## src/rtl/ahb_master_protocol_checker_pkg.sv

```systemverilog
// ============================================================================
// AhbGlobalPackage : shared AHB encodings, checker error-bit map, burst helpers
// Revision: 1.0
// ============================================================================
`default_nettype none

package AhbGlobalPackage;

    typedef enum logic [1:0] {
        HTRANS_IDLE   = 2'd0,
        HTRANS_BUSY   = 2'd1,
        HTRANS_NONSEQ = 2'd2,
        HTRANS_SEQ    = 2'd3
    } htrans_e;

    typedef enum logic [2:0] {
        HBURST_SINGLE = 3'd0,
        HBURST_INCR   = 3'd1,
        HBURST_WRAP4  = 3'd2,
        HBURST_INCR4  = 3'd3,
        HBURST_WRAP8  = 3'd4,
        HBURST_INCR8  = 3'd5,
        HBURST_WRAP16 = 3'd6,
        HBURST_INCR16 = 3'd7
    } hburst_e;

    typedef enum logic [0:0] {
        IDLE_ST  = 1'b0,
        IN_BURST = 1'b1
    } burst_state_e;

    localparam int ERR_W = 9;

    localparam int c_err_ctrl_unstable     = 0;
    localparam int c_err_seq_outside_burst = 1;
    localparam int c_err_addr_seq_mismatch = 2;
    localparam int c_err_burst_overrun     = 3;
    localparam int c_err_burst_early_term  = 4;
    localparam int c_err_size_illegal      = 5;
    localparam int c_err_addr_unaligned    = 6;
    localparam int c_err_wstrb_illegal     = 7;
    localparam int c_err_kb_cross          = 8;

    // INCR has no defined length and reports 0 beats
    function automatic logic [4:0] burst_beats(input logic [2:0] burst);
        case (burst)
            HBURST_SINGLE:               burst_beats = 5'd1;
            HBURST_WRAP4, HBURST_INCR4:  burst_beats = 5'd4;
            HBURST_WRAP8, HBURST_INCR8:  burst_beats = 5'd8;
            HBURST_WRAP16, HBURST_INCR16: burst_beats = 5'd16;
            default:                     burst_beats = 5'd0;
        endcase
    endfunction

    function automatic logic burst_is_wrap(input logic [2:0] burst);
        return (burst == HBURST_WRAP4) || (burst == HBURST_WRAP8) || (burst == HBURST_WRAP16);
    endfunction

    function automatic logic burst_is_fixed(input logic [2:0] burst);
        return (burst != HBURST_SINGLE) && (burst != HBURST_INCR);
    endfunction

endpackage

`default_nettype wire

```

## src/rtl/ahb_master_protocol_checker_addr_calc.sv

```systemverilog
// ============================================================================
// ahb_burst_addr_calc : next-beat address, wrap boundary and 1KB crossing
// Revision: 1.0
// ============================================================================
`default_nettype none

module ahb_burst_addr_calc
    import AhbGlobalPackage::*;
#(
    parameter int ADDR_WIDTH = 32
)(
    input  logic [ADDR_WIDTH-1:0] addr,
    input  logic [2:0]            size,
    input  logic [2:0]            burst,
    output logic [ADDR_WIDTH-1:0] next_addr,
    output logic                  kb_cross
);

    logic [ADDR_WIDTH-1:0] w_incr;
    logic [ADDR_WIDTH-1:0] w_linear;
    logic [ADDR_WIDTH-1:0] w_wrap_mask;
    logic [ADDR_WIDTH-1:0] w_wrap_base;
    logic                  w_is_wrap;

    assign w_incr      = ADDR_WIDTH'(1) << size;
    assign w_linear    = addr + w_incr;
    assign w_is_wrap   = burst_is_wrap(burst);
    assign w_wrap_mask = (ADDR_WIDTH'(burst_beats(burst)) << size) - ADDR_WIDTH'(1);
    assign w_wrap_base = addr & ~w_wrap_mask;

    // Wrapping bursts keep the block base and roll the offset within the block
    assign next_addr = w_is_wrap ? (w_wrap_base | (w_linear & w_wrap_mask)) : w_linear;
    assign kb_cross  = !w_is_wrap && (next_addr[ADDR_WIDTH-1:10] != addr[ADDR_WIDTH-1:10]);

endmodule

`default_nettype wire

```

## config.mk

```make
export PLATFORM = sky130hd
export DESIGN_NAME = ahb_burst_addr_calc
export DESIGN_NICKNAME = d
export VERILOG_FILES = /design/src/rtl/ahb_master_protocol_checker_pkg.sv /design/src/rtl/ahb_master_protocol_checker_addr_calc.sv
export SDC_FILE = /design/constraint.sdc
export NUM_CORES = 1
export LEC_CHECK = 0
export CAP_MARGIN = 20
export CELL_PAD_IN_SITES_DETAIL_PLACEMENT = 1
export CELL_PAD_IN_SITES_GLOBAL_PLACEMENT = 1
export CORE_UTILIZATION = 27
export DETAILED_ROUTE_END_ITERATION = 10
export PLACE_DENSITY_LB_ADDON = 0.12
export SLEW_MARGIN = 20
export SYNTH_ARGS = -nofsm -noshare
export SYNTH_HDL_FRONTEND = slang
export SYNTH_SLANG_ARGS = --single-unit
```

## constraint.sdc

```tcl
create_clock -name vclk -period 3.7
set_input_delay 0.74 -clock vclk [all_inputs]
set_output_delay 0.74 -clock vclk [all_outputs]
set_load 0.01 [all_outputs]
```

==> results of run 1 <==
## report_power, final
part	total, mW	switching, mW	internal [mW]
sequential	0	0	0
combinational	0.329	0.152	0.176
clock	0	0	0
total	0.329	0.152	0.176
## critical path: cells and delay by family
| family | cells | cell delay [ns] |
|---|---|---|
| and+or+nand+nor | 4 | 0.62 |
| adders and majority gates | 2 | 0.56 |
| buffers and inverters | 5 | 0.55 |
| AOI/OAI and AO/OA | 2 | 0.32 |
| xor gates and xnor gates | 1 | 0.17 |
## layout make-up
type	instances	area [µm²]
fillers	689	2520
multi-input cells	198	1680
repair buffers	146	1200
well taps	72	90.1
inverters	6	22.5
## synth_stat cells (2+ instances only)
cell type,n
and4_1,2
a211oi_1,3
nor2b_1,3
a221oi_1,2
and2_1,2
o21a_1,4
nand2b_1,5
xor2_1,8
nand2_1,17
o31ai_1,3
xnor2_1,26
o211a_1,2
nor3b_1,3
nand3_1,14
nor2_1,17
o21ai_1,3
o31a_1,2
ha_1,10
and3_1,5
a31o_1,3
clkbuf_1,2
o21bai_1,2
buf_4,3
o21ai_0,8
nor4_4,3
a21oi_1,7
nor2_2,2
buf_2,7
inv_1,5
nor3_1,8
nand4_1,8
o211ai_1,3
## logic make-up (layout without fill, tap and decap cells)
family,after synthesis,count (layout)
multiplexers,2,2
XOR/XNOR,34,34
AO/OA/AOI/OAI,51,51
adder cells (fa/ha/maj),11,11
buffers and inverters,18,152
AND/OR/NAND/NOR,100,100
## routing by layer
layer  global-route usage [%]  share of wire [%]  routed length (µm)  vias to the layer above
met5                        0                  0                   0                        -
met1                     27.9                 45                3020                     1051
met2                     39.4                 52                3490                       39
li1                         -                  -                   -                     1080
met4                        0                  0                   0                        0
met3                    0.824                2.3                 154                        0
## final timing paths
path	to	slack, ns	cells after the start
max	next_addr[30]	-0.01	14
min	next_addr[6]	1.91	3
## per-stage QoR
stage,hold slack (ns),cells
after floorplan,1.54,216
after detailed placement,2.51,410
after global routing,1.93,422
after CTS,2.17,418
after global placement,2.49,410
final,1.91,422
## timing repair
item	in CTS	in global routing
resized for setup	123	42
hold buffers	0	0
buffers inserted	9	3
hold endpoints to repair	0	0
pin swaps	22	12
gates cloned	0	1
endpoints found under the setup margin	32	25
==> impl_metrics.yaml, run 1 <==
floorplanning:
  dieArea_mm2: 0.00601
  core_mm2: 0.00551
  io_pins: 71
  dieWidth_um: 77.5
  start_util_pct: 27.9
  die_h_um: 77.5
  rows: 27
global_routing:
  grt_pass1_vias: 2220
  grt_pass1_wl_um: 10400
  antenna_found_initial: 0
  grt_use_total_pct: 21.0
  grt_overflow: 0
  grt_max_degree: 17
sta:
  tightestPinTransition_ns: 0.359
  fmax_ghz: 0.269
  setup_violations: 2
  min_period_ns: 3.71
  fin_tns_setup_ns: -0.0198
  rsz0062_at_grt: "true"
  finalCritPeriodShare_pct: 100
  maxSlewHeadroom_pct: 75.9
  hold_viol: 0
  layout_setup_ws_ns: -0.0106
  slew_violations: 0
synthesis:
  synth_seq_area_share_pct: 0
  syn_area_mm2: 0.00154
  synth.area.mux_share_pct: 1.38
  netlist_top_cells_area: "xnor2_1 (15%), ha_1 (8.1%), nand3_1 (4.6%)"
  synth_nets: 265
  synth_compound_area_share_pct: 24.1
  ys_warn_count: 0
  synth-simple-area-share_pct: 40.0
  synth.top_cell.area_share_pct: 14.8
  ys_types: 56
  synth_top_area_cell: "xnor2_1"
  syn_avg_cell_area_um2: 7.12
  synth-xor-area-share_pct: 19.3
  syn_inst: 216
  synthAdderAreaFrac_pct: 9.43
  synth_top_family_by_area: "simple AND/OR/NAND/NOR gates"
place:
  dpl_worst_slack_ns: -1.05
  placed_cell_area_mm2: 0.00281
  dp_hpwl_um: 5190
  io_buffers: 71
  gp_congestion: 0.820
final_layout:
  design_area_mm2: 0.00299
  drive_above_1_share_pct: 44.0
  post-route-util_pct: 54.2
  seqCellArea_um2: 0
  layout_common_cells: "buf_4 (68), clkdlybuf4s50_1 (30), buf_2 (22)"
  nClkBuffers: 0
  diodes: 0
  nFlopsAndLatches: 0
  nNetsFinal: 401
  area_delta_synth_final_pct: 94.1
  layout_commonest_cell: "buf_4"
setup_path:
  critPathKind: "in2out"
  end_kind: "output port"
  cp_data_required_time_ns: 2.96
  crit_fanout: 5
  worst_path_max_delay_cell: "fa_2"
  crit_path_frequent_cell: "nor3_4"
  worstPathArrival_ns: 2.97
  startpoint: "size[1]"
  cp-start-kind: "primary input"
  cp_cell_sequence: "buf_8, nor3_4, ha_2, inv_2, fa_2, nor2b_2, o31a_1, o41ai_4, nor3_4, buf_6, buf_12, nand4_1, xnor2_2, buf_2"
  max_stage_delay_ns: 0.35
run_status:
  violations: "negative setup slack"
  outcome: "complete, but fails checks"
routing:
  drt-total-wl_um: 6660
  post_drt_wl_per_cell_um: 15.8
  num_vias: 2170
  first_pass_iters: 4
  drt_drc_violations_left: 0
  first_iter_violations: 102
  vias_per_cell: 5.14
  drtAntennaViolNets: 0
power_and_ir_drop:
  finalPower_mw: 0.329
  p_leak_nw: 1.32
  irDropWorstVdd_mv: 0.0481
  powerDensity_mw_per_mm2: 110
hold_path:
  holdCritStartpoint: "addr[6]"
  hp-class: "in2out"
run:
  maxCapViolations: 0
Note: power is estimated with default switching activity, not from simulation.
==> inputs of run 2 (changes only) <==
- CORE_MARGIN: not set -> 2
==> run 2 against run 1 <==
- the run still ends with negative setup slack left
- first-iteration DRC count decreased by 54%
- hold slack improved by 0.15 ns
- global-route usage fell by 1.1 points
- final cell count down 2.6%
- critical path type unchanged
- critical endpoint is now next_addr[18]
==> impl_metrics.yaml, run 2 (synthesized netlist as in run 1, its figures left out) <==
final_layout:
  diodes: 0
  seqCellArea_um2: 0
  layout_common_cells: "buf_4 (61), clkdlybuf4s50_1 (34), buf_2 (24)"
  final_cells: 411
  nNetsFinal: 390
  drive_above_1_share_pct: 44.5
  area_delta_synth_final_pct: 91.0
  nFlopsAndLatches: 0
  n_fill_cell: 692
  layout_commonest_cell: "buf_4"
  nClkBuffers: 0
  design_area_mm2: 0.00294
routing:
  first_iter_violations: 47
  drtAntennaViolNets: 0
  num_vias: 2103
  drt-total-wl_um: 6380
  first_pass_iters: 4
  post_drt_wl_per_cell_um: 15.5
  vias_per_cell: 5.12
  drt_drc_violations_left: 0
setup_path:
  critPathKind: "in2out"
  worstPathArrival_ns: 3.05
  cp-start-kind: "primary input"
  crit_fanout: 5
  cp_data_required_time_ns: 2.96
  end_kind: "output port"
floorplanning:
  dieArea_mm2: 0.00632
  dieWidth_um: 79.5
  start_util_pct: 27.9
  rows: 27
  io_pins: 71
  core_mm2: 0.00551
  die_h_um: 79.5
place:
  placed_cells_incl_taps: 399
  dp_hpwl_um: 5020
  gp_congestion: 0.841
  io_buffers: 71
  placed_cell_area_mm2: 0.00274
sta:
  tightestPinTransition_ns: 0.571
  min_period_ns: 3.79
  hold_viol: 0
  setup_violations: 12
  maxSlewHeadroom_pct: 61.5
  fmax_ghz: 0.264
  finalCritPeriodShare_pct: 103
  rsz0062_at_grt: "true"
  slew_violations: 0
  fin_tns_setup_ns: -0.712
  holdWs_ns: 2.06
  layout_setup_ws_ns: -0.0935
hold_path:
  hp-class: "in2out"
  hold_end: "next_addr[2]"
  min_delay_path_depth: 3
  holdCritStartpoint: "addr[2]"
power_and_ir_drop:
  powerDensity_mw_per_mm2: 111
  irDropWorstVdd_mv: 0.0471
  p_leak_nw: 1.28
  finalPower_mw: 0.328
run_status:
  violations: "negative setup slack"
  outcome: "complete, but fails checks"
global_routing:
  grt_overflow: 0
  antenna_found_initial: 0
  grt_max_degree: 16
  grt_pass1_wl_um: 10400
  grt_pass1_vias: 2175
  grt_use_total_pct: 19.9
cts:
  cts_hold_buf: 0
run:
  maxCapViolations: 0
[run 2: changes by cell type in the layout (fill, tap and decap cells not counted), moves of 3 or more]
| cell | previous run | this run |
|---|---|---|
| buf_4 | 68 | 61 |
| clkdlybuf4s50_1 | 30 | 34 |
| dlygate4sd2_1 | 11 | 4 |
| nand3_1 | 12 | 9 |
| nor2_4 | 1 | 4 |
[run 2: worst max path at each step]
stage,start,to,slack (ns),cells after the start
2_1_floorplan,size[2],next_addr[20],-0.0005,12
3_3_place_gp,size[0],next_addr[26],-0.98,13
3_5_place_dp,size[0],next_addr[30],-0.97,13
4_1_cts,size[1],next_addr[30],-0.11,14
5_1_grt,size[2],next_addr[30],-0.26,13
6_report,size[2],next_addr[18],-0.09,13
[run 2: layout make-up]
cell class	instances	area, µm²	share of cell area, %
Timing Repair Buffer	135	1090	37.0
Inverter	6	22.5	0.766
Tap cell	72	90.1	3.07
Multi-Input combinational cell	198	1740	59.2
[run 2: worst max-delay path, stage by stage]
cell,delay (ns)
buf_8,0.10
nor3_4,0.22
ha_2,0.22
inv_2,0.04
fa_2,0.41
nor2b_4,0.14
o31a_1,0.21
o41ai_4,0.11
nor3_4,0.23
buf_4,0.22
nand3_2,0.09
xnor2_1,0.14
buf_2,0.15
[run 2: routing by layer]
| metal | vias to the layer above | share of wire (%) | wire, µm | GRT usage (%) |
|---|---|---|---|---|
| li1 | 1046 | - | - | - |
| met1 | 1010 | 43 | 2760 | 25.1 |
| met2 | 45 | 53 | 3390 | 38.7 |
| met3 | 2 | 3.2 | 206 | 1.02 |
| met4 | 0 | 0.33 | 21 | 0.862 |
| met5 | - | 0 | 0 | 0 |
[run 2: repair_timing]
item / in CTS / in global routing
cloned: 1 / 0
resized for setup: 152 / 33
setup buffers: 8 / 7
endpoints found under the setup margin: 31 / 30
pin swaps: 28 / 29
[run 2: report_power, final]
| part | switching [mW] | internal (mW) | leakage, nW | total, mW |
|---|---|---|---|---|
| Clock | 0 | 0 | 0 | 0 |
| Sequential | 0 | 0 | 0 | 0 |
| Combinational | 0.154 | 0.173 | 1.28 | 0.328 |
| Total | 0.154 | 0.173 | 1.28 | 0.328 |
[run 2: metrics by stage]
stage / util (%) / worst slack [ns]
final: 53.4 / -0.0935
after global routing: 53.4 / -0.256
after CTS: 51.8 / -0.113
after detailed placement: 49.7 / -0.966
after global placement: 49.7 / -0.983
after floorplan: - / -0.000463
